[config.mk]
export PLATFORM = sky130hd
export DESIGN_NAME = rom_stream_reader
export DESIGN_NICKNAME = d
export VERILOG_FILES = /design/src/rtl/rom_stream_reader.sv
export SDC_FILE = /design/constraint.sdc
export NUM_CORES = 1
export LEC_CHECK = 0
export CORE_MARGIN = 10
export CORE_UTILIZATION = 31
export DETAILED_ROUTE_END_ITERATION = 10
export HOLD_SLACK_MARGIN = 0.06
export SLEW_MARGIN = 20
export SYNTH_ARGS = -nofsm -noshare
export SYNTH_HDL_FRONTEND = slang
export SYNTH_SLANG_ARGS = --single-unit
[constraint.sdc]
create_clock -name clk -period 3.7 [get_ports clk]
set_input_delay 0.555 -clock clk [delete_from_list [all_inputs] [get_ports clk]]
set_output_delay 0.555 -clock clk [all_outputs]
set_load 0.02 [all_outputs]
[src/rtl/rom_stream_reader.sv]
// Streams a burst of consecutive words out of an async-read ROM onto a
// registered valid/ready output; one word per cycle when not stalled.
module rom_stream_reader #(
  parameter int ADDR_WIDTH = 8,
  parameter int DATA_WIDTH = 8
) (
  input  logic                  clk,
  input  logic                  rst,
  input  logic                  start,
  input  logic [ADDR_WIDTH-1:0] start_addr,
  input  logic [ADDR_WIDTH:0]   length,
  output logic [ADDR_WIDTH-1:0] rom_addr,
  input  logic [DATA_WIDTH-1:0] rom_data,
  output logic [DATA_WIDTH-1:0] out_data,
  output logic                  out_valid,
  input  logic                  out_ready,
  output logic                  out_last,
  output logic                  busy,
  output logic                  done,
  output logic [1:0]            state_dbg
);

  // Handshake: a word moves when out_valid && out_ready at a rising edge;
  // while out_valid is high and out_ready low, out_data/out_last/out_valid hold.

  typedef enum logic [1:0] {
    IDLE  = 2'd0,
    RUN   = 2'd1,
    DRAIN = 2'd2
  } state_t;

  localparam logic [ADDR_WIDTH:0] REM_ONE = (ADDR_WIDTH+1)'(1);

  state_t                state, state_n;
  logic [ADDR_WIDTH-1:0] addr_q;
  logic [ADDR_WIDTH:0]   remaining;
  logic                  accept;
  logic                  zero_req;
  logic                  load;
  logic                  xfer;
  logic                  last_xfer;

  always_ff @(posedge clk) begin
    if (rst) state <= IDLE;
    else     state <= state_n;
  end

  always_comb begin
    state_n   = state;
    accept    = 1'b0;
    zero_req  = 1'b0;
    load      = 1'b0;
    last_xfer = 1'b0;
    xfer      = out_valid && out_ready;
    case (state)
      IDLE: begin
        if (start) begin
          if (length != '0) begin
            accept  = 1'b1;
            state_n = RUN;
          end else begin
            zero_req = 1'b1;
          end
        end
      end
      RUN: begin
        // The output register refills whenever it is empty or being drained.
        load = !out_valid || out_ready;
        if (load && remaining == REM_ONE) state_n = DRAIN;
      end
      DRAIN: begin
        if (xfer) begin
          last_xfer = 1'b1;
          state_n   = IDLE;
        end
      end
      default: state_n = IDLE;
    endcase
  end

  always_ff @(posedge clk) begin
    if (rst) begin
      addr_q    <= '0;
      remaining <= '0;
      out_data  <= '0;
      out_valid <= 1'b0;
      out_last  <= 1'b0;
      done      <= 1'b0;
    end else begin
      done <= zero_req || last_xfer;
      if (accept) begin
        addr_q    <= start_addr;
        remaining <= length;
      end
      if (load) begin
        out_data  <= rom_data;
        out_valid <= 1'b1;
        out_last  <= (remaining == REM_ONE);
        addr_q    <= addr_q + ADDR_WIDTH'(1);
        remaining <= remaining - REM_ONE;
      end else if (xfer) begin
        out_valid <= 1'b0;
        out_last  <= 1'b0;
      end
    end
  end

  assign rom_addr  = addr_q;
  assign busy      = (state != IDLE);
  assign state_dbg = state;

endmodule

Word-level counts from Yosys, hierarchy flattened
Index checks and enable logic that the tools add are counted.
{"block": "classes", "n_addsub": 2, "n_eq_ne": 7, "n_mux": 21, "reduce_logical": 11}
{"operator": "9-bit 2-to-1 mux", "n": 2}
{"operator": "8-bit 2-to-1 mux", "n": 2}
{"operator": "1-bit 2-to-1 mux", "n": 12}
{"operator": "9-bit by 1-bit == test with 1-bit output (second input constant)", "n": 1}
{"operator": "9-bit nonzero test", "n": 1}
{"operator": "9-bit by 1-bit subtractor with 9-bit output (second input constant)", "n": 1}
{"operator": "8-bit by 1-bit adder with 8-bit output (second input constant)", "n": 1}
{"operator": "2-bit 2-to-1 mux", "n": 4}
{"operator": "2-bit inequality test (second input constant)", "n": 4}
{"operator": "2-bit one-hot mux with 3 select lines", "n": 1}
{"operator": "2-bit nonzero test", "n": 3}
{"operator": "4-bit AND reduction", "n": 1}
{"operator": "2-bit by 1-bit == test with 1-bit output (second input constant)", "n": 1}
{"operator": "2-bit == test (second input constant)", "n": 1}
{"operator": "1-bit logical AND", "n": 2}
{"operator": "2-bit zero test", "n": 1}
{"operator": "1-bit logical OR", "n": 2}
{"operator": "1-bit zero test", "n": 1}
{"block": "word_totals", "regBits": 30, "in_bits": 29}

Depth between registers and ports, before layout
{"block": "depth", "depth_word": 6, "depth_mapped": 6, "mapped_depth_nobuf": 6}

Least setup slack after synthesis
Ideal clock, no wire load.
{"block": "synth_path", "kind": "input-to-reg", "startpoint": "in length[2]", "endpoint": "reg addr_q[5] (netlist: rom_addr[5])", "arrival_time_ps": 1921, "required_time_ps": 3626, "path_slack_ps": 1705, "path_stages": 5, "n_path_buf": 1, "cell_sequence": "or4_4 > o41ai_4 > buf_6 > nand3_1 > a31oi_1"}
{"block": "synth_via", "elab_chain_len": 5}
{"item": "start, declared", "line": "11", "text": "input logic [ADDR_WIDTH:0] length,"}
{"item": "9-bit nonzero test", "line": "58", "text": "if (length != '0) begin"}
{"item": "1-bit 2-to-1 mux", "line": "58"}
{"item": "1-bit 2-to-1 mux", "line": "57", "text": "if (start) begin"}
{"item": "1-bit 2-to-1 mux", "line": "55", "text": "case (state)"}
{"item": "2-bit nonzero test (no source line)"}
{"item": "end signal, assigned", "line": "92", "text": "addr_q <= start_addr;"}
{"item": "end signal, assigned", "line": "99", "text": "addr_q <= addr_q + ADDR_WIDTH'(1);"}
{"item": "end, declared", "line": "35", "text": "logic [ADDR_WIDTH-1:0] addr_q;"}
No other way between the ends.
A chain may end at the register's enable or synchronous reset.

Worst setup path after layout
{"block": "layout_path", "startpoint": "in length[1]", "endpoint": "reg remaining[4]"}
{"block": "layout_via", "elab_chain_len": 5}
{"item": "9-bit nonzero test", "line": "58"}
{"item": "1-bit 2-to-1 mux", "line": "58"}
{"item": "1-bit 2-to-1 mux", "line": "57"}
{"item": "1-bit 2-to-1 mux", "line": "55"}
{"item": "2-bit nonzero test (no source line)"}
{"item": "end signal, assigned", "line": "93", "text": "remaining <= length;"}
{"item": "end signal, assigned", "line": "100", "text": "remaining <= remaining - REM_ONE;"}
{"item": "end, declared", "line": "36", "text": "logic [ADDR_WIDTH:0] remaining;"}
No other way between the ends.

==> flow_metrics.env <==
export IMPL_r2r_slack_ps=1660
export IMPL_total_power_mw=0.915
export IMPL_ctsHtreeMaxLevel=2
export IMPL_cts_sinks=30
export IMPL_die_x_um=92.1
export IMPL_fmax_mhz=421
export IMPL_synth_area_top_cells="dfxtp_1 (37%), nand2_1 (7.5%), a21oi_1 (5.3%), nand3_1 (4.7%), a31oi_1 (3.5%)"
export IMPL_initial_core_util_pct=31.8
export IMPL_netlist_instances=190
export IMPL_tightest_slew_ps=818
export IMPL_intPower_mw=0.619
export IMPL_n_fill_cell=551
export IMPL_syn_area_per_cell_um2=8.48
export IMPL_drive_gt1_share_pct=10.1
export IMPL_worst_setup_path_end_kind="flip-flop"
export IMPL_grt_overflow=0
export IMPL_clkTransAtPathRegs_ps=70
export IMPL_hp_class="reg2reg"
export IMPL_synth_compound_area_share_pct=21.7
export IMPL_skew_ps=6.41
export IMPL_num_vias=1587
export IMPL_antenna_found_initial=0
export IMPL_finalSetupViolations=0
export IMPL_yosys_area_share_simple_pct=27.9
export IMPL_drt_iter0_markers=73
export IMPL_grt_use_total_pct=11.5
export IMPL_diodes=0
export IMPL_p_comb_share_pct=27.3
export IMPL_syn_area_um2=1610
export IMPL_muxShareOfSynthArea_pct=3.18
export IMPL_finalHoldViolCount=0
export IMPL_power_frac_seq_pct=41.9
export IMPL_post_dp_hpwl_um=3440
export IMPL_ir_drop_v=0.000218
export IMPL_synthDistinctLibCells=43
export IMPL_power_leakage_nw=0.768
export IMPL_cts_buffers=5
export IMPL_insertion_delay_ps=290
export IMPL_area_growth_pct=37.9
export IMPL_p_per_area_nw_per_um2=412
export IMPL_dr_pass1_iters=4
export IMPL_port_buffers=50
export IMPL_grt_pass1_wl_um=8020
export IMPL_layout_common_cells="clkdlybuf4s50_1 (50), nand2_1 (32), dfxtp_1 (30)"
export IMPL_cts_hold_buf=0
export IMPL_die_h_um=92.1
export IMPL_critPathKind="in2reg"
export IMPL_cts_buffer_depth=2
export IMPL_ctsResizeCount=0
export IMPL_routedWlPerCell_um=15.2
export IMPL_p_switching_mw=0.295
export IMPL_arrival_ps=2550
export IMPL_synth_adder_area_share_pct=2.33
export IMPL_cp_start_kind="input pin"
export IMPL_netlist_area_leader_share_pct=37.3
export IMPL_detail_route_wirelength_um=4680
export IMPL_status="completed"
export IMPL_die_area_um2=8480
export IMPL_cts_root_buf="clkbuf_8"
export IMPL_critPathRequiredTime_ps=3870
export IMPL_sw_frac_of_total_pct=32.3
export IMPL_ys_warn_count=0
export IMPL_ff_latch_area_um2=601
export IMPL_cts_setup_buffers=0
export IMPL_post_drt_via_cell_ratio=5.15
export IMPL_crit_fanout=23
export IMPL_synth_xor_area_share_pct=1.09
export IMPL_slew_violations=0
export IMPL_slew_headroom_pct=45.3
export IMPL_synth_top_family_by_area="simple AND/OR/NAND/NOR gates"
export IMPL_ant_nets=0
export IMPL_num_rows=26
export IMPL_finalCriticalPeriod_ps=2370
export IMPL_drc=0
export IMPL_grt_max_degree=26
export IMPL_cts_tree="yes"
export IMPL_final_common_cell="clkdlybuf4s50_1"
export IMPL_gp_congestion=0.856
export IMPL_ys_seq_elements=30
export IMPL_ys_seq_area_share_pct=37.3
export IMPL_fin_tns_setup_ps=0
export IMPL_syn_nets=222
export IMPL_multiInputGateArea_um2=908
export IMPL_grt_pass1_vias=1627
export IMPL_yosys_area_top_type="dfxtp_1"
export IMPL_io_pin_count=51
export IMPL_clkPwrFrac_pct=30.7
export IMPL_maxCapViolations=0
export IMPL_core_um2=5070
export IMPL_nNetsFinal=269
export IMPL_period_share_pct=64.2
export IMPL_rsz0062_at_grt="false"
-- per-stage QoR --
step / hold slack, ps / utilization [%] / area, um2 / setup slack (ps) / std cells
floorplan: 461 / - / 1610 / 1710 / 190
CTS: 456 / 43.7 / 2220 / 1300 / 308
global placement: 441 / 41.9 / 2120 / 1030 / 300
detailed placement: 446 / 41.9 / 2120 / 1010 / 300
global route: 482 / 43.8 / 2220 / 1260 / 308
finish: 454 / 43.8 / 2220 / 1330 / 308
-- flip-flops by register name (all words and copies together) (netlist names) --
signal	cells
out_last	1
remaining	9
out_data	8
out_valid	1
done	1
rom_addr	8
state_dbg	2
-- cell usage after synthesis (all sizes together) --
library cell / instances
buf: 2
o221ai: 3
o2111ai: 1
a31oi: 9
o41ai: 1
nor4b: 1
and3: 3
a41oi: 2
a2bb2oi: 3
o221a: 1
or3: 3
clkbuf: 10
dfxtp: 30
a32oi: 1
nor2: 9
o31a: 1
a311oi: 1
a211oi: 3
mux2i: 4
nor4: 2
or4: 1
inv: 4
nor2b: 3
o41a: 1
nand3: 17
nand4: 1
xor2: 1
nand2: 33
mux2: 1
nor3: 8
a21oi: 17
xnor2: 1
a2111oi: 1
o31ai: 1
or2: 2
nand2b: 3
nand4b: 1
nor3b: 1
ha: 3
-- worst paths after layout --
check / start / to / cells past startpoint
max: length[1] / remaining[4]$_SDFFE_PP0P_ / 6
min: out_data[1]$_SDFFE_PP0P_ / out_data[1]$_SDFFE_PP0P_ / 2
max reg2reg: state_dbg[0]$_SDFFE_PP0P_ / rom_addr[4]$_SDFFE_PP0P_ / 4
min reg2reg: out_data[1]$_SDFFE_PP0P_ / out_data[1]$_SDFFE_PP0P_ / 2
-- layout make-up --
cell class                 instances  area share (%)
clock inverter                     2           0.563
sequential                        30            27.0
clock buffer                       6            3.72
inverter                           4           0.676
timing repair buffer              52            23.2
multi-input combinational        144            40.9
tap                               70            3.94
-- worst max-delay path, stage by stage --
cell	delay [ps]
clkdlybuf4s50_1	450
or4_4	560
o41ai_4	290
buf_4	330
mux2i_1	110
o221a_1	250
-- per-layer routing --
layer	wire length (um)	up-vias	GRT usage, %
met5	0	-	0
met4	86	0	4.63
met3	309	8	4.81
met2	2130	47	17.6
met1	2150	741	14.0
li1	-	791	-
-- power groups by stage --
| stage | registers (mW) | clock network, mW | logic, mW |
|---|---|---|---|
| final | 0.384 | 0.281 | 0.250 |
| after global routing | 0.390 | 0.301 | 0.277 |
| after CTS | 0.384 | 0.289 | 0.252 |
| after detailed placement | 0.391 | 0 | 0.251 |
| after global placement | 0.391 | 0 | 0.251 |
| after floorplan | 0.406 | 0 | 0.139 |
-- cells by family after synthesis --
kind of cell    Yosys count
compound gates           46
simple gates             88
fa+ha+maj                 3
flops                    30
mux                       5
buf+inv                  16
xor+xnor                  2
Note: power is estimated with default switching activity, not from simulation.
